**config.mk**
```make
export PLATFORM = sky130hd
export DESIGN_NAME = uart_echo_ctrl_flat
export DESIGN_NICKNAME = d
export VERILOG_FILES = /design/src/rtl/uart_echo_pkg.sv /design/src/rtl/uart_echo_ctrl_if.sv /design/src/rtl/uart_echo_linebuf.sv /design/src/rtl/uart_echo_ctrl.sv /design/src/flat_wrapper.sv
export SDC_FILE = /design/constraint.sdc
export NUM_CORES = 1
export LEC_CHECK = 0
export ABC_AREA = 0
export CAP_MARGIN = 20
export CORE_MARGIN = 5
export CORE_UTILIZATION = 52
export DETAILED_ROUTE_END_ITERATION = 8
export PLACE_DENSITY_LB_ADDON = 0.3
export SYNTH_ARGS = -nofsm -noshare
export SYNTH_HDL_FRONTEND = slang
export SYNTH_SLANG_ARGS = --single-unit
```
**constraint.sdc**
```tcl
create_clock -name clk -period 2.1 [get_ports clk]
set_input_delay 0.525 -clock clk [delete_from_list [all_inputs] [get_ports clk]]
set_output_delay 0.525 -clock clk [all_outputs]
set_load 0.005 [all_outputs]
```
**src/rtl/uart_echo_pkg.sv**
```systemverilog
// Shared types and constants for the uart echo/forwarding engine.
// Optional build macro: UART_ECHO_UPCASE_EN (upper-case letters at push time).
package uart_echo_pkg;

    typedef enum logic [1:0] {
        IDLE    = 2'b00,
        HOLD    = 2'b01,
        COLLECT = 2'b10,
        DRAIN   = 2'b11
    } state_t;

    localparam logic [1:0] MODE_ECHO    = 2'b00;
    localparam logic [1:0] MODE_LINE    = 2'b01;
    localparam logic [1:0] MODE_DISCARD = 2'b10;

    localparam logic [7:0] ASCII_LC_A = 8'h61;
    localparam logic [7:0] ASCII_LC_Z = 8'h7A;
    localparam logic [7:0] UPCASE_OFS = 8'h20;

endpackage

```
**src/rtl/uart_echo_ctrl_if.sv**
```systemverilog
// FIFO-side handshake bundle: RX FIFO read port and TX FIFO write port.
// master = echo controller, slave = uart core FIFOs.
interface uart_echo_ctrl_if #(parameter int DBIT = 8);

    logic            rx_empty;
    logic [DBIT-1:0] rd_data;
    logic            rd_uart;
    logic            tx_full;
    logic [DBIT-1:0] w_data;
    logic            wr_uart;

    modport master (
        input  rx_empty, rd_data, tx_full,
        output rd_uart, w_data, wr_uart
    );

    modport slave (
        output rx_empty, rd_data, tx_full,
        input  rd_uart, w_data, wr_uart
    );

endinterface

```
**src/rtl/uart_echo_linebuf.sv**
```systemverilog
// Line buffer storage: LINE_DEPTH x DBIT register array, one write port,
// one asynchronous read port. Pointers are owned by the parent.
module uart_echo_linebuf #(
    parameter int DBIT       = 8,
    parameter int LINE_DEPTH = 16,
    parameter int PTR_W      = 4
) (
    input  logic             clk,
    input  logic             we,
    input  logic [PTR_W-1:0] waddr,
    input  logic [DBIT-1:0]  wdata,
    input  logic [PTR_W-1:0] raddr,
    output logic [DBIT-1:0]  rdata
);

    logic [DBIT-1:0] mem [LINE_DEPTH];

    // Storage write; contents are don't-care until written, so no reset.
    always_ff @(posedge clk) begin
        if (we) begin
            mem[waddr] <= wdata;
        end
    end

    assign rdata = mem[raddr];

endmodule

```
**src/rtl/uart_echo_ctrl.sv**
```systemverilog
// Echo/forwarding engine between the uart RX FIFO read port and TX FIFO
// write port. Modes: byte echo, line-buffered echo, discard.
// Optional build macro: UART_ECHO_UPCASE_EN -- lower-case ASCII letters are
// pushed as upper case (requires DBIT == 8).
module uart_echo_ctrl
    import uart_echo_pkg::*;
#(
    parameter int DBIT       = 8,
    parameter int LINE_DEPTH = 16,
    parameter int CNT_W      = 16
) (
    input  logic              clk,
    input  logic              reset,
    input  logic [1:0]        mode,
    input  logic [DBIT-1:0]   term_char,
    input  logic              cnt_clr,
    uart_echo_ctrl_if.master  fifo,
    output logic              busy,
    output logic              line_trunc,
    output logic [CNT_W-1:0]  rx_count,
    output logic [CNT_W-1:0]  tx_count
);

    localparam int PTR_W  = (LINE_DEPTH > 1) ? $clog2(LINE_DEPTH) : 1;
    localparam int LCNT_W = $clog2(LINE_DEPTH + 1);

    if (LINE_DEPTH < 2) begin : g_depth_chk
        $error("uart_echo_ctrl: LINE_DEPTH must be >= 2");
    end

    state_t            state_q, state_d;
    logic [DBIT-1:0]   hold_r;
    logic [PTR_W-1:0]  wr_ptr, rd_ptr;
    logic [LCNT_W-1:0] line_cnt;
    logic [DBIT-1:0]   buf_rdata;
    logic [DBIT-1:0]   raw_data;
    logic              pop, push;
    logic              buf_we, hold_load, line_clear;
    logic              is_term, line_full, drain_last;

    assign is_term    = (fifo.rd_data == term_char);
    assign line_full  = (line_cnt == LCNT_W'(LINE_DEPTH - 1));
    assign drain_last = ((LCNT_W'(rd_ptr) + 1'b1) == line_cnt);

    uart_echo_linebuf #(
        .DBIT       (DBIT),
        .LINE_DEPTH (LINE_DEPTH),
        .PTR_W      (PTR_W)
    ) u_linebuf (
        .clk   (clk),
        .we    (buf_we),
        .waddr (wr_ptr),
        .wdata (fifo.rd_data),
        .raddr (rd_ptr),
        .rdata (buf_rdata)
    );

    // State register.
    always_ff @(posedge clk or posedge reset) begin
        if (reset) begin
            state_q <= IDLE;
        end else begin
            state_q <= state_d;
        end
    end

    // Next state and FIFO handshakes; both strobes are held low while reset
    // is asserted so the FIFOs see nothing before the first clock edge.
    always_comb begin
        state_d    = state_q;
        pop        = 1'b0;
        push       = 1'b0;
        buf_we     = 1'b0;
        hold_load  = 1'b0;
        line_clear = 1'b0;
        line_trunc = 1'b0;
        raw_data   = '0;
        if (!reset) begin
            case (state_q)
                IDLE: begin
                    case (mode)
                        MODE_LINE: state_d = COLLECT;
                        MODE_DISCARD: begin
                            if (!fifo.rx_empty) begin
                                pop = 1'b1;
                            end
                        end
                        default: begin
                            if (!fifo.rx_empty) begin
                                pop       = 1'b1;
                                hold_load = 1'b1;
                                state_d   = HOLD;
                            end
                        end
                    endcase
                end
                HOLD: begin
                    raw_data = hold_r;
                    if (!fifo.tx_full) begin
                        push = 1'b1;
                        if (!fifo.rx_empty) begin
                            pop       = 1'b1;
                            hold_load = 1'b1;
                        end else begin
                            state_d = IDLE;
                        end
                    end
                end
                COLLECT: begin
                    if (!fifo.rx_empty) begin
                        pop    = 1'b1;
                        buf_we = 1'b1;
                        if (is_term) begin
                            state_d = DRAIN;
                        end else if (line_full) begin
                            state_d    = DRAIN;
                            line_trunc = 1'b1;
                        end
                    end
                end
                DRAIN: begin
                    raw_data = buf_rdata;
                    if (!fifo.tx_full) begin
                        push = 1'b1;
                        if (drain_last) begin
                            state_d    = IDLE;
                            line_clear = 1'b1;
                        end
                    end
                end
                default: state_d = IDLE;
            endcase
        end
    end

    // Echo holding register and line buffer pointers.
    always_ff @(posedge clk or posedge reset) begin
        if (reset) begin
            hold_r   <= '0;
            wr_ptr   <= '0;
            rd_ptr   <= '0;
            line_cnt <= '0;
        end else begin
            if (hold_load) begin
                hold_r <= fifo.rd_data;
            end
            if (line_clear) begin
                wr_ptr   <= '0;
                rd_ptr   <= '0;
                line_cnt <= '0;
            end else begin
                if (buf_we) begin
                    wr_ptr   <= wr_ptr + 1'b1;
                    line_cnt <= line_cnt + 1'b1;
                end
                if (push && state_q == DRAIN) begin
                    rd_ptr <= rd_ptr + 1'b1;
                end
            end
        end
    end

    // Wrapping byte counters; a clear request beats a same-cycle increment.
    always_ff @(posedge clk or posedge reset) begin
        if (reset) begin
            rx_count <= '0;
            tx_count <= '0;
        end else if (cnt_clr) begin
            rx_count <= '0;
            tx_count <= '0;
        end else begin
            if (pop) begin
                rx_count <= rx_count + 1'b1;
            end
            if (push) begin
                tx_count <= tx_count + 1'b1;
            end
        end
    end

    assign fifo.rd_uart = pop;
    assign fifo.wr_uart = push;
    assign busy         = (state_q != IDLE);

`ifdef UART_ECHO_UPCASE_EN
    if (DBIT != 8) begin : g_upcase_chk
        $error("uart_echo_ctrl: UART_ECHO_UPCASE_EN requires DBIT == 8");
    end

    // Upper-case conversion on the push path only; terminator compare stays raw.
    always_comb begin
        fifo.w_data = raw_data;
        if (raw_data >= DBIT'(ASCII_LC_A) && raw_data <= DBIT'(ASCII_LC_Z)) begin
            fifo.w_data = raw_data - DBIT'(UPCASE_OFS);
        end
    end
`else
    // Bytes leave unmodified.
    always_comb begin
        fifo.w_data = raw_data;
    end
`endif

endmodule

```
**src/flat_wrapper.sv**
```systemverilog
// flat-port wrapper written by rule: the top's interface ports become plain ports
module uart_echo_ctrl_flat import uart_echo_pkg::*;
#(
    parameter int DBIT       = 8,
    parameter int LINE_DEPTH = 16,
    parameter int CNT_W      = 16
)
  (clk, reset, mode, term_char, cnt_clr, busy, line_trunc, rx_count, tx_count, fifo_rx_empty, fifo_rd_data, fifo_tx_full, fifo_rd_uart, fifo_w_data, fifo_wr_uart);
  uart_echo_ctrl_if #(.DBIT(DBIT)) fifo_i ();
  input  logic clk;
  input  logic reset;
  input  logic [1:0] mode;
  input  logic [DBIT-1:0] term_char;
  input  logic cnt_clr;
  output logic busy;
  output logic line_trunc;
  output logic [CNT_W-1:0] rx_count;
  output logic [CNT_W-1:0] tx_count;
  input wire logic [$bits(fifo_i.rx_empty)-1:0] fifo_rx_empty;
  input wire logic [$bits(fifo_i.rd_data)-1:0] fifo_rd_data;
  input wire logic [$bits(fifo_i.tx_full)-1:0] fifo_tx_full;
  output wire logic [$bits(fifo_i.rd_uart)-1:0] fifo_rd_uart;
  output wire logic [$bits(fifo_i.w_data)-1:0] fifo_w_data;
  output wire logic [$bits(fifo_i.wr_uart)-1:0] fifo_wr_uart;
  assign fifo_i.rx_empty = fifo_rx_empty;
  assign fifo_i.rd_data = fifo_rd_data;
  assign fifo_i.tx_full = fifo_tx_full;
  assign fifo_rd_uart = fifo_i.rd_uart;
  assign fifo_w_data = fifo_i.w_data;
  assign fifo_wr_uart = fifo_i.wr_uart;
  uart_echo_ctrl #(.DBIT(DBIT), .LINE_DEPTH(LINE_DEPTH), .CNT_W(CNT_W)) u_core (.clk(clk), .reset(reset), .mode(mode), .term_char(term_char), .cnt_clr(cnt_clr), .fifo(fifo_i), .busy(busy), .line_trunc(line_trunc), .rx_count(rx_count), .tx_count(tx_count));
endmodule
```
==> reports/qor.csv <==
stage;metric;value;unit
sta;timing.final.crit_share;135;%
die;die_w;134;µm
die;die_h;134;µm
setup_path;crit_type;register to primary output;
setup_path;worstSetupEndpointType;primary output;
grt;antenna_found_initial;0;
place;gp_routability_congestion;0.857;
finish;layout_common_cells;128 x edfxtp_1, 70 x buf_4, 53 x dfrtp_1;
die;io_pins;67;
setup_path;crit_path_max_fanout;3;
grt;grt_max_degree;56;
finish;syn2layout_area_growth;32.7;%
route;met3_length;876;µm
pwr;ir_worst_vdd;0.732;mV
place;io_buffers;66;
die;dieArea;18100;µm²
pwr;powerDensity;945;nW/µm²
synthesis;synth_seq_cells;183;
die;initial_core_util;53.0;%
route;drc_errors;0;
synthesis;synth_area;8050;µm²
synthesis;synth.avg_cell_area;14.9;µm²
route;drtPass1Iterations;5;
grt;grt_pass1_wl;30000;µm
finish;regArea;5220;µm²
outcome;violations;setup timing;
grt;track_usage;22.0;%
place;dpl_cell_area;9610;µm²
synthesis;synth_nets;576;
route;drtIter0Drc;467;
setup_path;cp-start-kind;register;
sta;maxSlewHeadroom;56.2;%
hold_path;hp-class;input port to register;
clock_network;numCtsBuffers;17;
synthesis;yosysWarnings;0;
sta;worst_pin_slew;0.654;ns
pwr;leakage;3.91;nW
sta;worst_clock_skew;0.0118;ns
clock_network;root_buffer;clkbuf_16;
finish;layout_commonest_cell;edfxtp_1;
synthesis;async_flop_share;30.1;%
die;core.rowCount;45;
clock_network;clock-sinks;183;
route;avgViaCountPerCell;5.89;
synthesis;synth_edf_count;128;
finish;fin_nets;730;
finish;design_area;10700;µm²
sta;rsz0062_at_grt;true;
sta;final_max_slew_viol_count;0;
grt;first_global_vias;5408;
sta;final.setup.tns;-8.90;ns
grt;overflow;0;
setup_path;required;1.57;ns
sta;clock.fmax;352;MHz
sta;setup_slack;-0.740;ns
route;wirelength;19500;µm
clock_network;cts_buffer_depth;2;
synthesis;synth.distinct_cells;49;
place;hpwl;12100;µm
route;top_layer;met4;
clock_network;cts_tree;done;
route;met1Wirelength;7890;µm
synthesis;ys_dominant_reg_cell;edfxtp_1;
synthesis;synthCells;542;
route;ant_nets;0;
clock_network;h-tree-depth;4;
finish;multiInputGateArea;3070;µm²
finish;drive_gt1_share;36.5;%
finish;fillCellCount;952;
clock_network;path_clk_slew;0.07;ns
route;vias;5283;
sta;setup_viol;24;
die;core_area;15200;µm²
route;post_drt_wl_per_cell;21.8;µm
sta;final.min_clock_period;2.84;ns
outcome;status;complete, but fails checks;
synthesis;yosysSeqAreaShare;64.8;%
setup_path;cp.arrival;2.31;ns
sta;finalHoldViolCount;0;
finish;antenna_cells;0;
run;cap_violations;0;
route;met2WireLength;10400;µm
clock_network;clk_latency;0.44;ns
## routing by layer
metal	track usage [%]	up-vias
met4	6.84	0
met3	3.76	28
li1	-	2359
met5	0	-
met1	28.5	2737
met2	38.1	159
## metrics by stage
stage                     hold WS (ns)  total power [mW]  instances  setup slack (ns)  util (%)
final                            0.429              10.1        897            -0.740      70.3
after global routing             0.424              10.5        897            -0.842      70.3
after CTS                        0.421              9.97        890            -0.815      69.3
after detailed placement         0.503              6.41        843             -1.16      63.2
after global placement           0.496              6.36        843             -1.07      63.2
after floorplan                  0.480              5.61        542           0.00371         -
## logic make-up after synthesis
| kind of cell | count (synthesis) | share of synthesized area (%) |
|---|---|---|
| mux | 61 | 12.8 |
| flops | 183 | 64.8 |
| compound gates | 45 | 3.60 |
| xor+xnor | 44 | 4.78 |
| fa+ha+maj | 11 | 1.71 |
| simple gates | 154 | 9.90 |
| buf+inv | 44 | 2.38 |
## synthesized netlist by cell type, types with 2 or more instances
| master | count | area share (%) |
|---|---|---|
| nand2b_1 | 4 | 0.31 |
| inv_1 | 16 | 0.75 |
| and4_1 | 3 | 0.33 |
| or3_1 | 4 | 0.31 |
| nand4_1 | 11 | 0.85 |
| a22oi_1 | 8 | 0.75 |
| nor3_1 | 11 | 0.68 |
| mux4_2 | 32 | 8.9 |
| dfrtp_1 | 55 | 17 |
| mux2_2 | 17 | 2.4 |
| mux2i_1 | 12 | 1.5 |
| buf_1 | 2 | 0.093 |
| nand3_1 | 12 | 0.75 |
| nor2_1 | 49 | 2.3 |
| nor3b_1 | 2 | 0.19 |
| xor2_1 | 10 | 1.1 |
| nor2b_1 | 6 | 0.47 |
| buf_2 | 8 | 0.50 |
| edfxtp_1 | 128 | 48 |
| o21ai_0 | 17 | 1.1 |
| and3_1 | 9 | 0.70 |
| nor4_1 | 12 | 0.93 |
| clkbuf_1 | 14 | 0.65 |
| xnor2_1 | 34 | 3.7 |
| and2_1 | 6 | 0.47 |
| buf_4 | 2 | 0.19 |
| o22ai_1 | 2 | 0.16 |
| a21oi_1 | 9 | 0.56 |
| nand2_1 | 17 | 0.79 |
| ha_1 | 11 | 1.7 |
## layout make-up
| type | instances | share of cell area [%] |
|---|---|---|
| Sequential cell | 183 | 48.8 |
| Multi-Input combinational cell | 315 | 28.7 |
| Timing Repair Buffer | 163 | 14.4 |
| Clock buffer | 17 | 3.98 |
| Tap cell | 188 | 2.20 |
| Clock inverter | 15 | 1.26 |
| Inverter | 16 | 0.620 |
## worst max-delay path, cell delays in order, from the launching register on
cell and delay, ns:
dfrtp_2 0.44, buf_12 0.14, buf_4 0.11, mux4_2 0.51, mux2_4 0.32, a22oi_2 0.14, o21ai_1 0.08, buf_2 0.13
## worst paths after layout
kind / start / endpoint / slack, ns / cells past startpoint
worst max-delay path: u_core.rd_ptr[0]$_DFFE_PP0P_ / fifo_w_data[7] / -0.74 / 7
worst min-delay path: fifo_rd_data[7] / u_core.u_linebuf.mem[10][7]$_DFFE_PP_ / 0.43 / 1
worst max register to register: u_core.rd_ptr[0]$_DFFE_PP0P_ / u_core.wr_ptr[1]$_DFFE_PP0P_ / -0.25 / 11
worst min register to register: u_core.hold_r[0]$_DFFE_PP0P_ / u_core.hold_r[0]$_DFFE_PP0P_ / 0.54 / 1
max in group asynchronous: reset / u_core.rx_count[2]$_DFFE_PP0P_ / 1.39 / 5
min in group asynchronous: reset / u_core.state_q[1]$_DFFE_PP0P_ / 0.44 / 5
## report_power, final
group          total [mW]  switching, mW  internal (mW)
sequential           4.21          0.170           4.04
combinational        2.89           1.34           1.55
clock                3.01           1.44           1.56
total                10.1           2.96           7.14
## repair_timing
action / 4_1_cts / 5_1_grt
resized for setup: 143 / 36
buffers inserted: 13 / 10
hold buffers: 0 / 0
endpoints found under the setup margin: 145 / 60
gates cloned: 3 / 1
pin swaps: 30 / 14
## state kept, by name (all words and copies together) (netlist names)
name,flops
u_core.u_linebuf.mem,128
u_core.rx_count,16
u_core.hold_r,8
u_core.wr_ptr,4
u_core.line_cnt,5
u_core.rd_ptr,4
u_core.state_q,2
u_core.tx_count,16
Note: power is estimated with default switching activity, not from simulation.
